<file path="src/rtl/scoreboard_pkg.sv">
// Shared definitions for the scoreboard datapath: score width, default
// saturation bound, button FSM state encoding and the score-step rule.
// The auto-repeat states are only used when SCORE_AUTO_REPEAT_EN is defined.
package scoreboard_pkg;

  // Width of the binary score word handed to bin_to_decimal.
  localparam int SCORE_W           = 7;
  localparam int MAX_SCORE_DEFAULT = 99;

  // Per-button hold tracker (auto-repeat builds only).
  typedef enum logic [1:0] {
    IDLE   = 2'd0,
    HELD   = 2'd1,
    REPEAT = 2'd2
  } btn_state_t;

  // One-cycle step requests arriving at the score register.
  typedef struct packed {
    logic clr;
    logic inc;
    logic dec;
  } score_evt_t;

  // Next score for one cycle of step requests. Clear wins outright; inc and
  // dec together cancel. Bounds are compared before the add/sub so the 7-bit
  // value never wraps at 0 or 127.
  function automatic logic [SCORE_W-1:0] score_next(
    input logic [SCORE_W-1:0] cur,
    input logic [SCORE_W-1:0] max_v,
    input score_evt_t         evt
  );
    logic [SCORE_W-1:0] nxt;
    nxt = cur;
    if (evt.clr) begin
      nxt = '0;
    end else if (evt.inc && !evt.dec) begin
      if (cur < max_v) nxt = cur + SCORE_W'(1);
    end else if (evt.dec && !evt.inc) begin
      if (cur != '0) nxt = cur - SCORE_W'(1);
    end
    return nxt;
  endfunction

endpackage

</file>
<file path="src/rtl/btn_debounce.sv">
// One push-button front end: 2-FF synchroniser, stability-count debouncer,
// press detection and (with SCORE_AUTO_REPEAT_EN defined) an IDLE/HELD/REPEAT
// hold tracker that emits extra steps while the button stays down.
// step_o is a registered one-cycle pulse per score step requested.
module btn_debounce
  import scoreboard_pkg::*;
#(
  parameter int DEBOUNCE_CYCLES = 1000
`ifdef SCORE_AUTO_REPEAT_EN
  , parameter int REPEAT_CYCLES = 50000
  , parameter bit REPEAT_EN     = 1'b1
`endif
) (
  input  logic clk_i,
  input  logic rst_n_i,
  input  logic btn_i,
  output logic step_o
);

  localparam int CNT_W = (DEBOUNCE_CYCLES > 1) ? $clog2(DEBOUNCE_CYCLES) : 1;
  localparam logic [CNT_W-1:0] CNT_LAST = CNT_W'(DEBOUNCE_CYCLES - 1);

  logic [1:0]       sync_q;
  logic [1:0]       fill_q;
  logic [CNT_W-1:0] cnt_q;
  logic             level_q;
  logic             armed_q;

  logic sync_w;
  logic differ_w;
  logic flip_w;
  logic rise_w;

  assign sync_w   = sync_q[1];
  assign differ_w = (sync_w != level_q);
  // The debounced level changes on this edge.
  assign flip_w   = differ_w && (cnt_q == CNT_LAST);
  // Press edge; ignored until the button has been seen released after reset.
  assign rise_w   = flip_w && sync_w && armed_q;

  // Two-flop synchroniser; fill_q marks when sync_q reflects real samples.
  always_ff @(posedge clk_i or negedge rst_n_i) begin
    if (!rst_n_i) begin
      sync_q <= 2'b00;
      fill_q <= 2'b00;
    end else begin
      sync_q <= {sync_q[0], btn_i};
      fill_q <= {fill_q[0], 1'b1};
    end
  end

  // Debounce: count consecutive disagreeing samples, flip the level after a full run.
  always_ff @(posedge clk_i or negedge rst_n_i) begin
    if (!rst_n_i) begin
      cnt_q   <= '0;
      level_q <= 1'b0;
    end else if (!differ_w) begin
      cnt_q <= '0;
    end else if (cnt_q == CNT_LAST) begin
      level_q <= sync_w;
      cnt_q   <= '0;
    end else begin
      cnt_q <= cnt_q + CNT_W'(1);
    end
  end

  // Arm once a genuinely released button is observed, so a button held
  // through reset release cannot produce a press.
  always_ff @(posedge clk_i or negedge rst_n_i) begin
    if (!rst_n_i) begin
      armed_q <= 1'b0;
    end else if (fill_q[1] && !sync_w && !level_q) begin
      armed_q <= 1'b1;
    end
  end

`ifdef SCORE_AUTO_REPEAT_EN
  localparam int HOLD_CYCLES = 4 * REPEAT_CYCLES;
  localparam int RPT_W       = $clog2(HOLD_CYCLES + 1);
  localparam logic [RPT_W-1:0] HOLD_LAST = RPT_W'(HOLD_CYCLES - 1);
  localparam logic [RPT_W-1:0] RPT_LAST  = RPT_W'(REPEAT_CYCLES - 1);

  logic             fall_w;
  btn_state_t       state_q;
  logic [RPT_W-1:0] rpt_q;
  logic             step_q;

  assign fall_w = flip_w && !sync_w;

  // Hold tracker: step on press, again after the long hold, then periodically.
  always_ff @(posedge clk_i or negedge rst_n_i) begin
    if (!rst_n_i) begin
      state_q <= IDLE;
      rpt_q   <= '0;
      step_q  <= 1'b0;
    end else begin
      step_q <= 1'b0;
      if (fall_w) begin
        state_q <= IDLE;
        rpt_q   <= '0;
      end else begin
        case (state_q)
          IDLE: begin
            if (rise_w) begin
              state_q <= HELD;
              rpt_q   <= '0;
              step_q  <= 1'b1;
            end
          end
          HELD: begin
            if (REPEAT_EN) begin
              if (rpt_q == HOLD_LAST) begin
                state_q <= REPEAT;
                rpt_q   <= '0;
                step_q  <= 1'b1;
              end else begin
                rpt_q <= rpt_q + RPT_W'(1);
              end
            end
          end
          REPEAT: begin
            if (rpt_q == RPT_LAST) begin
              rpt_q  <= '0;
              step_q <= 1'b1;
            end else begin
              rpt_q <= rpt_q + RPT_W'(1);
            end
          end
          default: begin
            state_q <= IDLE;
            rpt_q   <= '0;
          end
        endcase
      end
    end
  end

  assign step_o = step_q;
`else
  logic press_q;

  // One registered step per debounced press.
  always_ff @(posedge clk_i or negedge rst_n_i) begin
    if (!rst_n_i) begin
      press_q <= 1'b0;
    end else begin
      press_q <= rise_w;
    end
  end

  assign step_o = press_q;
`endif

endmodule

</file>
<file path="src/rtl/score_counter.sv">
// Score register ahead of the binary-to-decimal converter. Three raw buttons
// are cleaned up by btn_debounce; this module applies the clear/inc/dec
// priority with saturation at 0..MAX_SCORE and flags each actual change.
// Optional feature macro: SCORE_AUTO_REPEAT_EN (auto-repeat on held inc/dec).
module score_counter
  import scoreboard_pkg::*;
#(
  parameter int DEBOUNCE_CYCLES = 1000,
  parameter int MAX_SCORE       = MAX_SCORE_DEFAULT,
  parameter int REPEAT_CYCLES   = 50000
) (
  input  logic         clk_i,
  input  logic         rst_n_i,
  input  logic         inc_btn_i,
  input  logic         dec_btn_i,
  input  logic         clr_btn_i,
  output logic [6:0]   score_o,
  output logic         changed_o
);

  // Parameter sanity, caught at elaboration.
  if (DEBOUNCE_CYCLES < 2) begin : g_bad_debounce
    $error("score_counter: DEBOUNCE_CYCLES must be at least 2");
  end
  if ((MAX_SCORE < 1) || (MAX_SCORE > (2**SCORE_W) - 1)) begin : g_bad_max
    $error("score_counter: MAX_SCORE must fit the score width");
  end
  if (REPEAT_CYCLES < 1) begin : g_bad_repeat
    $error("score_counter: REPEAT_CYCLES must be positive");
  end

  localparam logic [SCORE_W-1:0] MAX_V = SCORE_W'(MAX_SCORE);

  logic inc_step;
  logic dec_step;
  logic clr_step;

`ifdef SCORE_AUTO_REPEAT_EN
  btn_debounce #(
    .DEBOUNCE_CYCLES(DEBOUNCE_CYCLES),
    .REPEAT_CYCLES  (REPEAT_CYCLES),
    .REPEAT_EN      (1'b1)
  ) u_inc (
    .clk_i  (clk_i),
    .rst_n_i(rst_n_i),
    .btn_i  (inc_btn_i),
    .step_o (inc_step)
  );

  btn_debounce #(
    .DEBOUNCE_CYCLES(DEBOUNCE_CYCLES),
    .REPEAT_CYCLES  (REPEAT_CYCLES),
    .REPEAT_EN      (1'b1)
  ) u_dec (
    .clk_i  (clk_i),
    .rst_n_i(rst_n_i),
    .btn_i  (dec_btn_i),
    .step_o (dec_step)
  );

  // Clear never repeats while held.
  btn_debounce #(
    .DEBOUNCE_CYCLES(DEBOUNCE_CYCLES),
    .REPEAT_CYCLES  (REPEAT_CYCLES),
    .REPEAT_EN      (1'b0)
  ) u_clr (
    .clk_i  (clk_i),
    .rst_n_i(rst_n_i),
    .btn_i  (clr_btn_i),
    .step_o (clr_step)
  );
`else
  btn_debounce #(
    .DEBOUNCE_CYCLES(DEBOUNCE_CYCLES)
  ) u_inc (
    .clk_i  (clk_i),
    .rst_n_i(rst_n_i),
    .btn_i  (inc_btn_i),
    .step_o (inc_step)
  );

  btn_debounce #(
    .DEBOUNCE_CYCLES(DEBOUNCE_CYCLES)
  ) u_dec (
    .clk_i  (clk_i),
    .rst_n_i(rst_n_i),
    .btn_i  (dec_btn_i),
    .step_o (dec_step)
  );

  btn_debounce #(
    .DEBOUNCE_CYCLES(DEBOUNCE_CYCLES)
  ) u_clr (
    .clk_i  (clk_i),
    .rst_n_i(rst_n_i),
    .btn_i  (clr_btn_i),
    .step_o (clr_step)
  );
`endif

  score_evt_t         evt;
  logic [SCORE_W-1:0] score_q;
  logic [SCORE_W-1:0] score_d;
  logic               changed_q;
  logic               changed_d;

  assign evt = '{clr: clr_step, inc: inc_step, dec: dec_step};

  // Priority and saturation; changed only when the value really moves.
  always_comb begin
    score_d   = score_next(score_q, MAX_V, evt);
    changed_d = (score_d != score_q);
  end

  // Output register: score and its change strobe.
  always_ff @(posedge clk_i or negedge rst_n_i) begin
    if (!rst_n_i) begin
      score_q   <= '0;
      changed_q <= 1'b0;
    end else begin
      score_q   <= score_d;
      changed_q <= changed_d;
    end
  end

  assign score_o   = score_q;
  assign changed_o = changed_q;

endmodule

</file>
<file path="config.mk">
export PLATFORM = sky130hd
export DESIGN_NAME = score_counter
export DESIGN_NICKNAME = d
export VERILOG_FILES = /design/src/rtl/scoreboard_pkg.sv /design/src/rtl/btn_debounce.sv /design/src/rtl/score_counter.sv
export SDC_FILE = /design/constraint.sdc
export NUM_CORES = 1
export LEC_CHECK = 0
export CAP_MARGIN = 15
export CORE_MARGIN = 1.5
export CORE_UTILIZATION = 30
export DETAILED_ROUTE_END_ITERATION = 8
export PLACE_DENSITY = 0.45
export SLEW_MARGIN = 20
export SYNTH_ARGS = -nofsm -noshare
export SYNTH_HDL_FRONTEND = slang
export SYNTH_HIERARCHICAL = 1
export SYNTH_SLANG_ARGS = --single-unit
</file>
<file path="constraint.sdc">
create_clock -name clk_i -period 3 [get_ports clk_i]
set_input_delay 0.3 -clock clk_i [delete_from_list [all_inputs] [get_ports clk_i]]
set_output_delay 0.3 -clock clk_i [all_outputs]
set_load 0.03 [all_outputs]
</file>
==> results.yml <==
finish:
  syn2layout_area_growth_pct: 15.3
  nNetsFinal: 329
  diodes: 0
  fin_util_pct: 35.6
  mostFrequentLayoutCells: "dfrtp_1, nor2_1, nand2_1"
  final_common_cell: "dfrtp_1"
  drive_above_1_share_pct: 12.4
clock_network:
  ctsHoldBuffers: 1
  path_clk_slew_ps: 70
  cts_buffers: 9
  cts_sinks: 59
  cts_max_level: 3
  clock_path_buffers: 2
  tritoncts: "built"
  cts_resized: 0
  root_buffer: "clkbuf_8"
  clock_latency_ps: 330
  post_cts_buffers: 0
die:
  placeableCoreArea_um2: 9770
  initial_utilization_pct: 30.9
  die-area_um2: 10700
  rows: 36
  chipWidth_um: 103
  die_h_um: 103
  pin_count: 13
setup_path:
  arrival_ps: 2610
  crit_path_start: "score_o[1]"
  critical_path_class: "reg2reg"
  critPathLaunchType: "flip-flop"
  worst-endpoint-required_ps: 3200
  cp_max_fo: 10
  worstReg2RegStart: "score_o[1]"
  worstSetupEndpointType: "flip-flop"
yosys:
  synth-seq-cells: 59
  mappedNetlistNets: 308
  synthCells: 297
  synth_ff_type: "dfrtp_1"
  synth.avg_cell_area_um2: 10.2
  yosys_warnings: 6
  ys_seq_area_share_pct: 48.9
  synth.distinct_cells: 51
  yosysTopAreaCell: "dfrtp_1"
  synth-edff-count: 0
  ys_top_cells_by_area: "dfrtp_1, nor2_1, o21ai_0"
  syn-cell-area_um2: 3020
  async_flop_share_pct: 100
  synth_top_area_share_pct: 48.9
routing:
  drt_iter0_drc: 74
  wl_um: 6070
  vias_per_cell: 5.14
  first_pass_iters: 4
  wire_per_inst_um: 13.3
  ant_nets: 0
  drc_errors: 0
  vias: 2345
min_path:
  hold_path_startpoint: "u_dec/sync_q[0]"
  min_path_type: "reg2reg"
pwr:
  p_leak_nw: 1.42
  ir_worst_vdd_uv: 197
  power_density_nw_per_um2: 442
  power.total_mw: 1.54
timing:
  setup_viol: 0
  tightest_slew_ps: 738
  fin_ws_ps: 590
  finalMaxSlewViolations: 0
  hold_viol: 0
  fin_crit_sh_pct: 80.3
  fmax_mhz: 415
  whs_ps: 348
  timing.setup.tns_ps: 0
  rsz0062_at_grt: "no"
  finClkSkew_ps: 9.77
  relSlewSlack_pct: 50.4
  finalCriticalPeriod_ps: 2410
grt:
  grt_pass1_vias: 2250
  antenna_found_initial: 0
  grt_pass1_wl_um: 10600
  grt_remaining_overflow: 0
  grt_usage_pct: 12.9
  grt_max_degree: 24
placement:
  pre_cts_slack_ps: 606
  gp_congestion: 0.877
  hpwl_um: 4130
  numPortBuffers: 12
run_status:
  outcome: "complete, no violations"
job:
  maxCapViolCount: 0
## worst paths after layout
path,to,slack [ps],depth (start not counted)
setup / recovery,changed_o,590,7
hold / removal,u_dec/sync_q[1],350,0
setup reg to reg,changed_o,590,7
hold reg to reg,u_dec/sync_q[1],350,0
max in group asynchronous,u_clr/armed_q,1840,3
min in group asynchronous,score_o[3],460,2
## through the flow
| stage | instances | instance area (um^2) |
|---|---|---|
| 2_1_floorplan | 297 | 3020 |
| 3_3_place_gp | 439 | 3290 |
| 3_5_place_dp | 439 | 3290 |
| 4_1_cts | 456 | 3480 |
| 5_1_grt | 456 | 3480 |
| 6_report | 456 | 3480 |
## kinds of logic (layout without fill, tap and decap cells)
family | count (synthesis) | count (layout) | share of synthesized area, %
AO/OA/AOI/OAI | 77 | 77 | 17.2
buffers and inverters | 17 | 43 | 2.40
flip-flops | 59 | 59 | 48.9
XOR/XNOR | 17 | 17 | 4.93
other | 3 | 3 | 0.373
multiplexers | 4 | 4 | 1.82
adder cells (fa/ha/maj) | 6 | 6 | 2.48
AND/OR/NAND/NOR | 114 | 114 | 21.9
## synthesized netlist by cell type, types with 2 or more instances
| cell | number |
|---|---|
| or4_1 | 3 |
| nand4_1 | 10 |
| xor2_1 | 10 |
| or4b_4 | 2 |
| o311ai_0 | 2 |
| dfrtp_1 | 59 |
| o211a_1 | 4 |
| o21a_1 | 3 |
| nor2b_1 | 2 |
| clkbuf_1 | 4 |
| o21ba_2 | 3 |
| a21oi_1 | 16 |
| o21ai_0 | 18 |
| a211oi_1 | 5 |
| nand3_1 | 15 |
| and3_2 | 3 |
| conb_1 | 3 |
| a21o_1 | 3 |
| o21ai_1 | 3 |
| o211ai_1 | 2 |
| inv_1 | 11 |
| ha_1 | 6 |
| a31oi_1 | 2 |
| mux2_4 | 3 |
| or4b_1 | 2 |
| and4_1 | 3 |
| nand4bb_2 | 3 |
| or3_1 | 7 |
| nor2_1 | 25 |
| xnor2_1 | 7 |
| nor3_1 | 6 |
| o31ai_1 | 7 |
| and3_1 | 5 |
| or3_4 | 3 |
| nand2_1 | 21 |
## metal layers
| layer | vias to the layer above | share of wire, % | track usage [%] |
|---|---|---|---|
| met1 | 1138 | 48 | 16.7 |
| met4 | 0 | 2.0 | 5.82 |
| met3 | 11 | 4.3 | 3.70 |
| met2 | 56 | 46 | 19.9 |
| li1 | 1140 | - | - |
| met5 | - | 0 | 0 |
## state kept, by name (all words and copies together) (netlist names), 2 cells and up
name,count
u_dec/sync_q,2
score_o,7
u_inc/sync_q,2
u_clr/fill_q,2
u_clr/sync_q,2
u_clr/cnt_q,10
u_inc/fill_q,2
u_dec/cnt_q,10
u_dec/fill_q,2
u_inc/cnt_q,10
## where the power goes
part / switching, mW / total [mW] / internal, mW / leakage (nW)
clock network: 0.315 / 0.653 / 0.339 / 0.0949
registers: 0.0159 / 0.829 / 0.813 / 0.773
logic: 0.0357 / 0.0567 / 0.0210 / 0.556
## final cells by class
type | count | area (um^2)
Inverter | 11 | 41.3
Timing Repair Buffer | 16 | 148
Tap cell | 133 | 166
Clock buffer | 11 | 151
Clock inverter | 5 | 27.5
Fill cell | 1005 | 6290
Multi-Input combinational cell | 221 | 1470
Sequential cell | 59 | 1480
## critical path, cell delays in order, from the launching register on
cell and delay (ps):
dfrtp_1 490, inv_1 180, ha_1 190, or4b_1 560, o21ai_1 240, a32oi_1 70, a2111oi_0 410, nand4_1 140
Note: power is estimated with default switching activity, not from simulation.
